==> src/rtl/mode_controller_pkg.sv <==
// Shared mode and state encodings for the display mode sequencer.
// Also consumed by display_control for mode_select decoding.
package mode_controller_pkg;

    localparam logic [1:0] MODE_CLOCK = 2'b00;
    localparam logic [1:0] MODE_SW    = 2'b01;
    localparam logic [1:0] MODE_TIMER = 2'b10;

    typedef enum logic [1:0] {
        S_CLOCK = 2'b00,
        S_SW    = 2'b01,
        S_TIMER = 2'b10,
        S_ALARM = 2'b11
    } state_t;

    function automatic logic [1:0] mode_of(input state_t s);
        logic [1:0] m;
        m = MODE_CLOCK;
        unique case (s)
            S_CLOCK: m = MODE_CLOCK;
            S_SW:    m = MODE_SW;
            S_TIMER: m = MODE_TIMER;
            S_ALARM: m = MODE_TIMER;
        endcase
        return m;
    endfunction

endpackage

==> src/rtl/mode_controller_rise_detect.sv <==
// Rising-edge detector; history resets high so a level held
// through reset does not produce an event.
module rise_detect (
    input  logic clk,
    input  logic rst_n,
    input  logic level,
    output logic rise
);

    logic q;

    always_ff @(posedge clk or negedge rst_n) begin
        if (!rst_n) begin
            q <= 1'b1;
        end else begin
            q <= level;
        end
    end

    assign rise = level & ~q;

endmodule

==> src/rtl/mode_controller.sv <==
// Display mode sequencer: cycles modes, routes start presses,
// and pre-empts the display with a blinking alarm on timer expiry.
module mode_controller
    import mode_controller_pkg::*;
#(
    parameter int ALARM_MS = 10000,
    parameter int BLINK_MS = 250,
    parameter int CNT_W    = 14
) (
    input  logic       clk_100Mhz,
    input  logic       reset_in,
    input  logic       tick_1khz,
    input  logic       mode_btn,
    input  logic       start_btn,
    input  logic       timer_done,
    output logic [1:0] mode_select,
    output logic       sw_start,
    output logic       timer_start,
    output logic       timer_set_en,
    output logic       alarm_active,
    output logic       alarm_led
);

    localparam logic [CNT_W-1:0] ALARM_LAST = CNT_W'(ALARM_MS - 1);
    localparam logic [CNT_W-1:0] BLINK_LAST = CNT_W'(BLINK_MS - 1);

    logic mode_rise;
    logic start_rise;
    logic done_rise;

    rise_detect u_mode (
        .clk   (clk_100Mhz),
        .rst_n (reset_in),
        .level (mode_btn),
        .rise  (mode_rise)
    );

    rise_detect u_start (
        .clk   (clk_100Mhz),
        .rst_n (reset_in),
        .level (start_btn),
        .rise  (start_rise)
    );

    rise_detect u_done (
        .clk   (clk_100Mhz),
        .rst_n (reset_in),
        .level (timer_done),
        .rise  (done_rise)
    );

    state_t           state;
    state_t           saved;
    logic [CNT_W-1:0] alarm_cnt;
    logic [CNT_W-1:0] blink_cnt;

    logic ack;
    logic timeout;

    assign ack     = mode_rise | start_rise;
    assign timeout = tick_1khz && (alarm_cnt == ALARM_LAST);

    always_ff @(posedge clk_100Mhz or negedge reset_in) begin
        if (!reset_in) begin
            state        <= S_CLOCK;
            saved        <= S_CLOCK;
            alarm_cnt    <= '0;
            blink_cnt    <= '0;
            mode_select  <= MODE_CLOCK;
            sw_start     <= 1'b0;
            timer_start  <= 1'b0;
            timer_set_en <= 1'b0;
            alarm_active <= 1'b0;
            alarm_led    <= 1'b0;
        end else begin
            sw_start    <= 1'b0;
            timer_start <= 1'b0;
            if (state == S_ALARM) begin
                // Acknowledge and timeout share one exit path.
                if (ack || timeout) begin
                    state        <= saved;
                    alarm_cnt    <= '0;
                    blink_cnt    <= '0;
                    alarm_led    <= 1'b0;
                    alarm_active <= 1'b0;
                    mode_select  <= mode_of(saved);
                    timer_set_en <= (saved == S_TIMER);
                end else if (done_rise) begin
                    alarm_cnt <= '0;
                    blink_cnt <= '0;
                    alarm_led <= 1'b1;
                end else if (tick_1khz) begin
                    alarm_cnt <= alarm_cnt + 1'b1;
                    if (blink_cnt == BLINK_LAST) begin
                        blink_cnt <= '0;
                        alarm_led <= ~alarm_led;
                    end else begin
                        blink_cnt <= blink_cnt + 1'b1;
                    end
                end
            end else if (done_rise) begin
                state        <= S_ALARM;
                saved        <= state;
                alarm_cnt    <= '0;
                blink_cnt    <= '0;
                alarm_led    <= 1'b1;
                alarm_active <= 1'b1;
                mode_select  <= MODE_TIMER;
                timer_set_en <= 1'b0;
            end else begin
                if (start_rise) begin
                    sw_start    <= (state == S_SW);
                    timer_start <= (state == S_TIMER);
                end
                if (mode_rise) begin
                    unique case (state)
                        S_CLOCK: begin
                            state        <= S_SW;
                            mode_select  <= MODE_SW;
                            timer_set_en <= 1'b0;
                        end
                        S_SW: begin
                            state        <= S_TIMER;
                            mode_select  <= MODE_TIMER;
                            timer_set_en <= 1'b1;
                        end
                        default: begin
                            state        <= S_CLOCK;
                            mode_select  <= MODE_CLOCK;
                            timer_set_en <= 1'b0;
                        end
                    endcase
                end
            end
        end
    end

endmodule
==> config.mk <==
export PLATFORM = sky130hd
export DESIGN_NAME = mode_controller
export DESIGN_NICKNAME = d
export VERILOG_FILES = /design/src/rtl/mode_controller_pkg.sv /design/src/rtl/mode_controller_rise_detect.sv /design/src/rtl/mode_controller.sv
export SDC_FILE = /design/constraint.sdc
export NUM_CORES = 1
export LEC_CHECK = 0
export BUFFER_PORTS_ARGS = -buffer_cell sky130_fd_sc_hd__buf_2
export CAP_MARGIN = 20
export CORE_UTILIZATION = 53
export CTS_CLUSTER_SIZE = 20
export DETAILED_ROUTE_END_ITERATION = 12
export GPL_TIMING_DRIVEN = 1
export MAX_ROUTING_LAYER = met4
export PLACE_DENSITY = 0.71
export SETUP_SLACK_MARGIN = 0.15
export SYNTH_ARGS = -nofsm -noshare
export SYNTH_HDL_FRONTEND = slang
export SYNTH_SLANG_ARGS = --single-unit
==> constraint.sdc <==
create_clock -name clk_100Mhz -period 6 [get_ports clk_100Mhz]
set_input_delay 1.2 -clock clk_100Mhz [delete_from_list [all_inputs] [get_ports clk_100Mhz]]
set_output_delay 1.2 -clock clk_100Mhz [all_outputs]
set_load 0.05 [all_outputs]
==> flow_metrics.tcl <==
set metrics [dict create \
    status "finished, final reports clean" \
    initial_core_util_pct 55.11 \
    cts-hold-fix-buffers 0 \
    cts_buffers 5 \
    ys_seq_area_share_pct 47.84 \
    first_pass_iters 4 \
    overflow 0 \
    vias 1812 \
    drive_gt1_share_pct 13.04 \
    grt_pass1_vias 1707 \
    vias_per_cell 5.980 \
    cts_root_buf "clkbuf_8" \
    fin_crit_sh_pct 43.22 \
    power.leakage_uw 0.0009963 \
    drc 0 \
    required_ps 6190 \
    crit_chain "buf_2, nand4b_1, nor4_1, nor2_1, a21oi_1, mux2_2" \
    routedWlPerCell_um 14.77 \
    cp_slowest_cell "nor4_1" \
    synthSimpleGateAreaFrac_pct 26.28 \
    synth_edf_count 0 \
    fin_util_pct 59.40 \
    clk_pin_slew_ps 90 \
    finalSetupViolCount 0 \
    power_density_nw_per_um2 345.5 \
    routed_wl_um 4474 \
    yosysTopAreaCellShare_pct 44.27 \
    synth_top_family_by_area "simple AND/OR/NAND/NOR gates" \
    synth.distinct_cells 42 \
    syn_nets 252 \
    cts_tree "done" \
    cts_setup_buffers 0 \
    vdd_drop_max_v 0.0001999 \
    area_growth_pct 7.775 \
    ff2ff_path_depth 5 \
    hold_depth 1 \
    h-tree-depth 2 \
    setup_tns_ps 0 \
    coreArea_um2 4000 \
    clock-sinks 42 \
    reg2reg_slack_ps 3610 \
    ys_warn_count 0 \
    pin_count 13 \
    synth_area_leaders "dfrtp_1 (44%), nand2_1 (6.3%), a31oi_1 (4.3%)" \
    grt_pass1_wl_um 7824 \
    final_common_cell "dfrtp_1" \
    synth_fa_ha_area_share_pct 1.703 \
    drv_slew 0 \
    nets 261 \
    die_h_um 66.50 \
    min_period_ps 2593 \
    ant_nets 0 \
    rows 23 \
    tightest_slew_ps 908.4 \
    maxSlewHeadroom_pct 39.44 \
    worst-path-buf-inv 1 \
    power_uw 820.8 \
    worst_hold_slack_ps 495.8 \
    start_kind "input port" \
    yosys.area.top_type "dfrtp_1" \
    antenna_found_initial 0 \
    endpoint_kind "register" \
    dp_hpwl_um 3078 \
    fin_area_um2 2376 \
    synth_compound_area_share_pct 15.66 \
    slowest_delay_ps 450 \
    final_cell_mix "dfrtp_1 (39), nand2_1 (37), nor2_1 (20)" \
    min_path_type "register to register" \
    cts_resized 0 \
    place.gp.congestion 0.8339 \
    synth.avg_cell_area_um2 9.072 \
    synth_seq_cells 42 \
    antenna_cells 0 \
    path_delay_family "simple AND/OR/NAND/NOR gates" \
    synth-async-reset-ratio_pct 100.0 \
    cp_max_fo 5 \
    skew_ps 7.123 \
    die_x_um 66.50 \
    grt_max_degree 43 \
    drv_cap 0 \
    synth_mux_area_share_pct 1.419 \
    crit_type "input port to register" \
    clk_latency_ps 300 \
    finalHoldViolations 0 \
    synth_xor_area_share_pct 3.575 \
    grt_usage_pct 24.51 \
    die_area_um2 4422 \
    clock.fmax_mhz 385.6 \
    synthFlopType "dfrtp_1" \
    cts_buffer_depth 2 \
    rsz0062_at_grt "no" \
    syn_inst 243 \
    cp_num_cells 6 \
    syn_area_um2 2205 \
    io_buffer_count 12 \
    dr.first_iter.drc_count 134 \
    postPlaceCellArea_um2 2286 \
    arrival_ps 2780 \
]
cells in the mapped netlist, types with 3 or more instances:
library cell  count
dfrtp_1          39
nand2_1          37
nor2_1           20
a31oi_1          15
nand3_1          15
o21ai_0          15
a21oi_1          10
clkbuf_1          8
nand2b_1          7
nand4_1           7
xor2_1            6
and3_1            5
a41oi_1           4
inv_1             4
dfstp_2           3
ha_1              3
nor2b_1           3
nor3_1            3
nor4_1            3
o22ai_1           3
xnor2_1           3
report_power, final:
| part | switching [uW] | total (uW) | internal, uW |
|---|---|---|---|
| clock network | 101 | 182 | 81.7 |
| registers | 45.2 | 369 | 324 |
| logic | 184 | 270 | 85.3 |
| total | 330 | 821 | 491 |
registers in the layout (all words and copies together) (netlist names):
name,cells
alarm_active,1
alarm_cnt,14
alarm_led,1
blink_cnt,14
mode_select,2
saved,2
state,2
sw_start,1
timer_set_en,1
timer_start,1
u_done.q,1
u_mode.q,1
u_start.q,1
cell type report:
type                    count  area [um2]
fillers                   324        1624
clock buffers               5       68.82
multi-input cells         185        1079
clock inverters             3       21.27
flip-flops and latches     42        1055
well taps                  50       62.56
repair buffers             14       75.07
inverters                   4       15.01
kinds of logic after synthesis:
logic type,count (synthesis)
compound gates,56
xor+xnor,9
fa+ha+maj,3
buf+inv,16
flops,42
mux,3
simple gates,114
worst paths after layout:
check                                 end           from
setup reg to reg           mode_select[0]   alarm_cnt[6]
hold / removal              alarm_cnt[13]  alarm_cnt[13]
setup / recovery           mode_select[0]      tick_1khz
max in group asynchronous    timer_set_en       reset_in
hold reg to reg             alarm_cnt[13]  alarm_cnt[13]
min in group asynchronous   alarm_cnt[10]       reset_in
routing by layer:
metal	routed length, um	part of all wire, %	global-route usage, %	vias to the layer above
met4	78	1.7	10.64	0
li1	-	-	-	897
met2	2059	46	36.99	31
met5	0	0	-	-
met1	2201	49	32.00	879
met3	134	3.0	5.137	5
worst reg2reg max path: cells and delay by family (launching register included):
kind / cells / cell delay, ps
and+or+nand+nor: 3 / 1150
AOI/OAI and AO/OA: 1 / 290
muxes: 1 / 370
DFF: 1 / 470
metrics by stage:
step | instances | setup slack, ps
finish | 303 | 3407
global route | 303 | 3238
CTS | 303 | 3445
detailed placement | 295 | 3124
global placement | 294 | 3011
floorplan | 243 | 3453
Note: power is estimated with default switching activity, not from simulation.
